==> src/rtl/td4_inst_encoder_if.sv <==
// Host/program-memory bundle for the TD4 instruction encoder.
// Optional feature macro: TD4_ENC_CHECKSUM_EN adds the checksum signal.
interface td4_inst_encoder_if #(
    parameter int unsigned ADDR_W = 4
);
    logic              start;
    logic              finish;
    logic              in_valid;
    logic              in_ready;
    logic [1:0]        in_select;
    logic [3:0]        in_load;
    logic              in_jnc;
    logic [3:0]        in_imm;
    logic              mem_we;
    logic [ADDR_W-1:0] mem_addr;
    logic [7:0]        mem_wdata;
    logic [ADDR_W:0]   count;
    logic              busy;
    logic              done;
    logic              err;
`ifdef TD4_ENC_CHECKSUM_EN
    logic [7:0]        checksum;
`endif

    // Host side: issues session control and beats, observes the write port.
    modport master (
        output start, finish, in_valid, in_select, in_load, in_jnc, in_imm,
        input  in_ready, mem_we, mem_addr, mem_wdata, count, busy, done, err
`ifdef TD4_ENC_CHECKSUM_EN
        , input checksum
`endif
    );

    // Encoder side.
    modport slave (
        input  start, finish, in_valid, in_select, in_load, in_jnc, in_imm,
        output in_ready, mem_we, mem_addr, mem_wdata, count, busy, done, err
`ifdef TD4_ENC_CHECKSUM_EN
        , output checksum
`endif
    );
endinterface

==> src/rtl/td4_inst_encoder.sv <==
// TD4 instruction encoder / program loader: turns {select, load, jnc, imm}
// beats into {opcode, imm} bytes written sequentially into program memory.
// Optional feature macro: TD4_ENC_CHECKSUM_EN (running mod-256 sum of writes).
module td4_inst_encoder #(
    parameter int unsigned DEPTH  = 16,
    parameter int unsigned ADDR_W = 4
) (
    input  logic                  clk,
    input  logic                  reset,
    td4_inst_encoder_if.slave     bus
);
    localparam int unsigned CNT_W = ADDR_W + 1;
    localparam logic [CNT_W-1:0] LAST_CNT = CNT_W'(DEPTH - 1);

    typedef enum logic [1:0] {
        ST_IDLE = 2'd0,
        ST_LOAD = 2'd1,
        ST_DONE = 2'd2
    } state_t;

    state_t            r_state;
    state_t            w_state_next;
    logic              r_mem_we;
    logic [ADDR_W-1:0] r_mem_addr;
    logic [7:0]        r_mem_wdata;
    logic [CNT_W-1:0]  r_count;
    logic              r_err;
    logic              w_accept;
    logic              w_legal;
    logic [3:0]        w_opcode;
    logic              w_start_ok;
`ifdef TD4_ENC_CHECKSUM_EN
    logic [7:0]        r_checksum;
`endif

    assign w_accept   = bus.in_valid && (r_state == ST_LOAD);
    assign w_start_ok = bus.start && (r_state != ST_LOAD);

    // Reverse decode of {select, load} into the TD4 opcode.
    always_comb begin
        w_legal  = 1'b1;
        w_opcode = 4'h0;
        case ({bus.in_select, bus.in_load})
            6'b00_1110: w_opcode = 4'b0000;
            6'b01_1110: w_opcode = 4'b0001;
            6'b10_1110: w_opcode = 4'b0010;
            6'b11_1110: w_opcode = 4'b0011;
            6'b00_1101: w_opcode = 4'b0100;
            6'b01_1101: w_opcode = 4'b0101;
            6'b10_1101: w_opcode = 4'b0110;
            6'b11_1101: w_opcode = 4'b0111;
            6'b01_1011: w_opcode = 4'b1001;
            6'b11_1011: w_opcode = 4'b1011;
            6'b11_0111: w_opcode = bus.in_jnc ? 4'b1110 : 4'b1111;
            default:    w_legal  = 1'b0;
        endcase
    end

    // State register.
    always_ff @(posedge clk) begin
        if (reset) r_state <= ST_IDLE;
        else       r_state <= w_state_next;
    end

    // Next-state logic; the DEPTH-th legal write closes the session.
    always_comb begin
        w_state_next = r_state;
        case (r_state)
            ST_IDLE, ST_DONE: begin
                if (bus.start) w_state_next = ST_LOAD;
            end
            ST_LOAD: begin
                if (bus.finish || (w_accept && w_legal && (r_count == LAST_CNT)))
                    w_state_next = ST_DONE;
            end
            default: w_state_next = ST_IDLE;
        endcase
    end

    // Write port, session counter and sticky error flag.
    always_ff @(posedge clk) begin
        if (reset) begin
            r_mem_we    <= 1'b0;
            r_mem_addr  <= '0;
            r_mem_wdata <= 8'h00;
            r_count     <= '0;
            r_err       <= 1'b0;
`ifdef TD4_ENC_CHECKSUM_EN
            r_checksum  <= 8'h00;
`endif
        end else begin
            r_mem_we <= 1'b0;
            if (w_start_ok) begin
                r_count    <= '0;
                r_err      <= 1'b0;
`ifdef TD4_ENC_CHECKSUM_EN
                r_checksum <= 8'h00;
`endif
            end else if (w_accept) begin
                if (w_legal) begin
                    r_mem_we    <= 1'b1;
                    r_mem_addr  <= r_count[ADDR_W-1:0];
                    r_mem_wdata <= {w_opcode, bus.in_imm};
                    r_count     <= r_count + CNT_W'(1);
`ifdef TD4_ENC_CHECKSUM_EN
                    r_checksum  <= r_checksum + {w_opcode, bus.in_imm};
`endif
                end else begin
                    r_err <= 1'b1;
                end
            end
        end
    end

    assign bus.in_ready  = (r_state == ST_LOAD);
    assign bus.busy      = (r_state == ST_LOAD);
    assign bus.done      = (r_state == ST_DONE);
    assign bus.mem_we    = r_mem_we;
    assign bus.mem_addr  = r_mem_addr;
    assign bus.mem_wdata = r_mem_wdata;
    assign bus.count     = r_count;
    assign bus.err       = r_err;
`ifdef TD4_ENC_CHECKSUM_EN
    assign bus.checksum  = r_checksum;
`endif
endmodule

==> src/flat_wrapper.sv <==
// flat-port wrapper written by rule: the top's interface ports become plain ports
module td4_inst_encoder_flat 
#(
    parameter int unsigned DEPTH  = 16,
    parameter int unsigned ADDR_W = 4
)
  (clk, reset, bus_start, bus_finish, bus_in_valid, bus_in_select, bus_in_load, bus_in_jnc, bus_in_imm, bus_in_ready, bus_mem_we, bus_mem_addr, bus_mem_wdata, bus_count, bus_busy, bus_done, bus_err);
  td4_inst_encoder_if #(.ADDR_W(ADDR_W)) bus_i ();
  input  logic clk;
  input  logic reset;
  input wire logic [$bits(bus_i.start)-1:0] bus_start;
  input wire logic [$bits(bus_i.finish)-1:0] bus_finish;
  input wire logic [$bits(bus_i.in_valid)-1:0] bus_in_valid;
  input wire logic [$bits(bus_i.in_select)-1:0] bus_in_select;
  input wire logic [$bits(bus_i.in_load)-1:0] bus_in_load;
  input wire logic [$bits(bus_i.in_jnc)-1:0] bus_in_jnc;
  input wire logic [$bits(bus_i.in_imm)-1:0] bus_in_imm;
  output wire logic [$bits(bus_i.in_ready)-1:0] bus_in_ready;
  output wire logic [$bits(bus_i.mem_we)-1:0] bus_mem_we;
  output wire logic [$bits(bus_i.mem_addr)-1:0] bus_mem_addr;
  output wire logic [$bits(bus_i.mem_wdata)-1:0] bus_mem_wdata;
  output wire logic [$bits(bus_i.count)-1:0] bus_count;
  output wire logic [$bits(bus_i.busy)-1:0] bus_busy;
  output wire logic [$bits(bus_i.done)-1:0] bus_done;
  output wire logic [$bits(bus_i.err)-1:0] bus_err;
  assign bus_i.start = bus_start;
  assign bus_i.finish = bus_finish;
  assign bus_i.in_valid = bus_in_valid;
  assign bus_i.in_select = bus_in_select;
  assign bus_i.in_load = bus_in_load;
  assign bus_i.in_jnc = bus_in_jnc;
  assign bus_i.in_imm = bus_in_imm;
  assign bus_in_ready = bus_i.in_ready;
  assign bus_mem_we = bus_i.mem_we;
  assign bus_mem_addr = bus_i.mem_addr;
  assign bus_mem_wdata = bus_i.mem_wdata;
  assign bus_count = bus_i.count;
  assign bus_busy = bus_i.busy;
  assign bus_done = bus_i.done;
  assign bus_err = bus_i.err;
  td4_inst_encoder #(.DEPTH(DEPTH), .ADDR_W(ADDR_W)) u_core (.clk(clk), .reset(reset), .bus(bus_i));
endmodule
==> config.mk <==
export PLATFORM = sky130hd
export DESIGN_NAME = td4_inst_encoder_flat
export DESIGN_NICKNAME = d
export VERILOG_FILES = /design/src/rtl/td4_inst_encoder_if.sv /design/src/rtl/td4_inst_encoder.sv /design/src/flat_wrapper.sv
export SDC_FILE = /design/constraint.sdc
export NUM_CORES = 1
export LEC_CHECK = 0
export CAP_MARGIN = 20
export CORE_UTILIZATION = 60
export DETAILED_ROUTE_END_ITERATION = 7
export DONT_BUFFER_PORTS = 1
export GPL_TIMING_DRIVEN = 0
export PLACE_DENSITY = 0.81
export SLEW_MARGIN = 20
export SYNTH_ARGS = -nofsm -noshare
export SYNTH_HDL_FRONTEND = slang
export SYNTH_SLANG_ARGS = --single-unit
==> constraint.sdc <==
create_clock -name clk -period 1.6 [get_ports clk]
set_input_delay 0.08 -clock clk [delete_from_list [all_inputs] [get_ports clk]]
set_output_delay 0.08 -clock clk [all_outputs]
set_load 0.02 [all_outputs]
==> reports/qor.txt <==
Half-perimeter wire length after detailed placement: 1690 um
Ys Warns: 0
Final setup viols: 0
DR pass1 iterations: 4
Post-route ant nets: 0
DRT iter0 DRCs: 23
Status: finished, final reports clean
Final Hold Fails: 0
Distinct cells, synth: 42
Die extent in x: 45.7 um
Clk sink count: 21
CTS buffer count: 3
Setup total negative slack: 0 ns
WS Path Type: flip-flop to flip-flop
RSZ-0062 raised after global routing: false
CP max stage cell: dfxtp_2
Final Wtd Congestion: 0.850
TritonCTS clock tree: done
Worst Max-Slew Pin Slew: 0.471 ns
Die area: 2090 um^2
Startpoint types: flip-flop
Worst clock skew: 0.00596 ns
IO buf count: 0
#FFs+latches synth: 21
Total wire length: 2470 um
Initial core utilization: 65.0%
Asr flop ratio synth: 0%
Worst Hold Class: input pin to flip-flop
Number of global-route vias before repair: 882
Chip Height: 45.7 um
Fraction of layout cells with a size suffix above 1: 13.8%
Post-Syn Area: 1150 um^2
Commonest non-fill, non-tap cell in the layout: nand2_1
Area growth syn-to-layout: 13.2%
WL/cell: 15.2 um
Clock Path Buffers: 2
Leakage: 0.505 nW
Post-route insts no fill: 163
Max-slew violations: 0
GRT overflow: 0
Initial antenna violation count: 0
WHS Path Cells: 2
Clk Latency, worst-skew pair: 0.31 ns
Core area: 1760 um^2
Top FF cell, synth: dfxtp_1
Clock-pin slew on the worst setup and hold paths: 0.12 ns
Vias/cell: 6.10
CP dominant cell by count: ha_1
# rows: 15
EDFF count, synth: 0
Io pins: 38
Crit path buf inv count: 0
Maximum vdd drop: 0.473 mV
Syn Nets: 145
Tcrit/Tclk final: 92.7%
Post CTS Setup Buffer Count: 0
Htree depth: 1
Worst EP required: 1.82 ns
Register area share after synthesis: 36.7%
GR Util All Layers: 25.9%
Filler instances: 152
Crit-path cells: ha_1 > and3_1 > ha_1 > nand2_1 > a21oi_1 > a31o_2
Root buffer cell: clkbuf_4
Placed insts: 152
First-pass GRT wire length: 3730 um
Critical path arrival: 1.70 ns
Worst Setup End Kind: flip-flop
Pwr Total: 0.924 mW
N_diodes: 0
Slowest stage delay, CP: 0.40 ns
Worst reg2reg path depth: 6
Area occupied by multi-input gates: 667 um^2
WP depth: 6
Power Density: 712 nW/um^2
Maxcap violations: 0
Commonest non-fill, non-tap cells in the layout: 31 x nand2_1, 19 x dfxtp_1, 15 x mux2i_1, 9 x dlygate4sd3_1
Hold WS: 0.00331 ns
Avg Cell Area, Syn: 9.02 um^2
FF+latch area: 423 um^2
Min Tclk post-route: 1.48 ns
Fin nets: 157
Util after Layout: 73.5%
Routed via count: 995
FMAX: 674 MHz
DRC errors left: 0
CP top delay family: flip-flops
Relative slew slack: 68.5%
Mapped Cells: 127
CP max FO: 6
Largest net degree at the start of global routing: 13
power breakdown:
part	total, mW	internal, mW	switching (mW)
registers	0.538	0.529	0.00901
clock network	0.264	0.0936	0.171
logic	0.122	0.0560	0.0655
worst reg2reg max path, cell delays in order, from the launching register on:
cell and delay [ns]:
dfxtp_2 0.40, ha_1 0.23, and3_1 0.19, ha_1 0.17, nand2_1 0.07, a21oi_1 0.06, a31o_2 0.27
final timing paths:
path                  startpoint  slack [ns]                 endpoint
min                        reset       0.003  u_core.bus.mem_wdata[7]
max          u_core.bus.count[0]        0.12        u_core.r_state[1]
min reg2reg  u_core.bus.count[1]        0.56      u_core.bus.count[1]
max reg2reg  u_core.bus.count[0]        0.12        u_core.r_state[1]
synth_stat cells (2+ instances only):
| library cell | n | area [um^2] |
|---|---|---|
| nor2b_1 | 4 | 25.0 |
| nand2b_1 | 4 | 25.0 |
| inv_1 | 5 | 18.8 |
| a21oi_1 | 5 | 25.0 |
| o211ai_1 | 2 | 15.0 |
| nand2_1 | 31 | 116 |
| dfxtp_1 | 21 | 420 |
| nand4_1 | 2 | 12.5 |
| clkbuf_1 | 4 | 15.0 |
| nor2_1 | 2 | 7.51 |
| mux2i_1 | 15 | 150 |
| ha_1 | 2 | 25.0 |
timing repair:
action,CTS,global route
endpoints found under the hold margin,10,0
endpoints found under the setup margin,7,14
gates cloned,0,0
resized for setup,2,2
hold buffers,9,0
flip-flops by register name, indices dropped and copies added, names as in the netlist:
signal                flops
u_core.bus.count          5
u_core.bus.err            1
u_core.bus.mem_addr       4
u_core.bus.mem_wdata      8
u_core.bus.mem_we         1
u_core.r_state            2
final cells by class:
type	instances	area share, %
clock buffer	3	1.74
clock inverter	1	0.386
tap	25	2.41
sequential	21	32.6
inverter	5	1.45
timing repair buffer	9	6.94
multi-input combinational	94	51.4
buffer	5	3.09
kinds of logic (layout without fill, tap and decap cells):
family	Yosys count	count (layout)	share of synthesized area (%)
and+or+nand+nor	54	54	25.5
DFF	21	21	36.7
muxes	16	16	14.1
buffers and inverters	12	23	5.79
AOI/OAI and AO/OA	22	22	15.7
adders and majority gates	2	2	2.18
routing by layer:
| metal | track usage [%] | part of all wire, % | vias up |
|---|---|---|---|
| li1 | - | - | 464 |
| met1 | 32.9 | 44 | 470 |
| met2 | 39.1 | 45 | 54 |
| met3 | 7.54 | 9.0 | 7 |
| met4 | 14.1 | 2.3 | 0 |
| met5 | 0 | 0 | - |
metrics by stage:
step,setup slack (ns),area [um^2]
after floorplan,0.0928,1150
after global placement,-0.0952,1180
after detailed placement,-0.192,1180
after CTS,0.0384,1300
after global routing,0.0592,1300
final,0.116,1300
No activity file was read; power rests on OpenSTA's default activity.
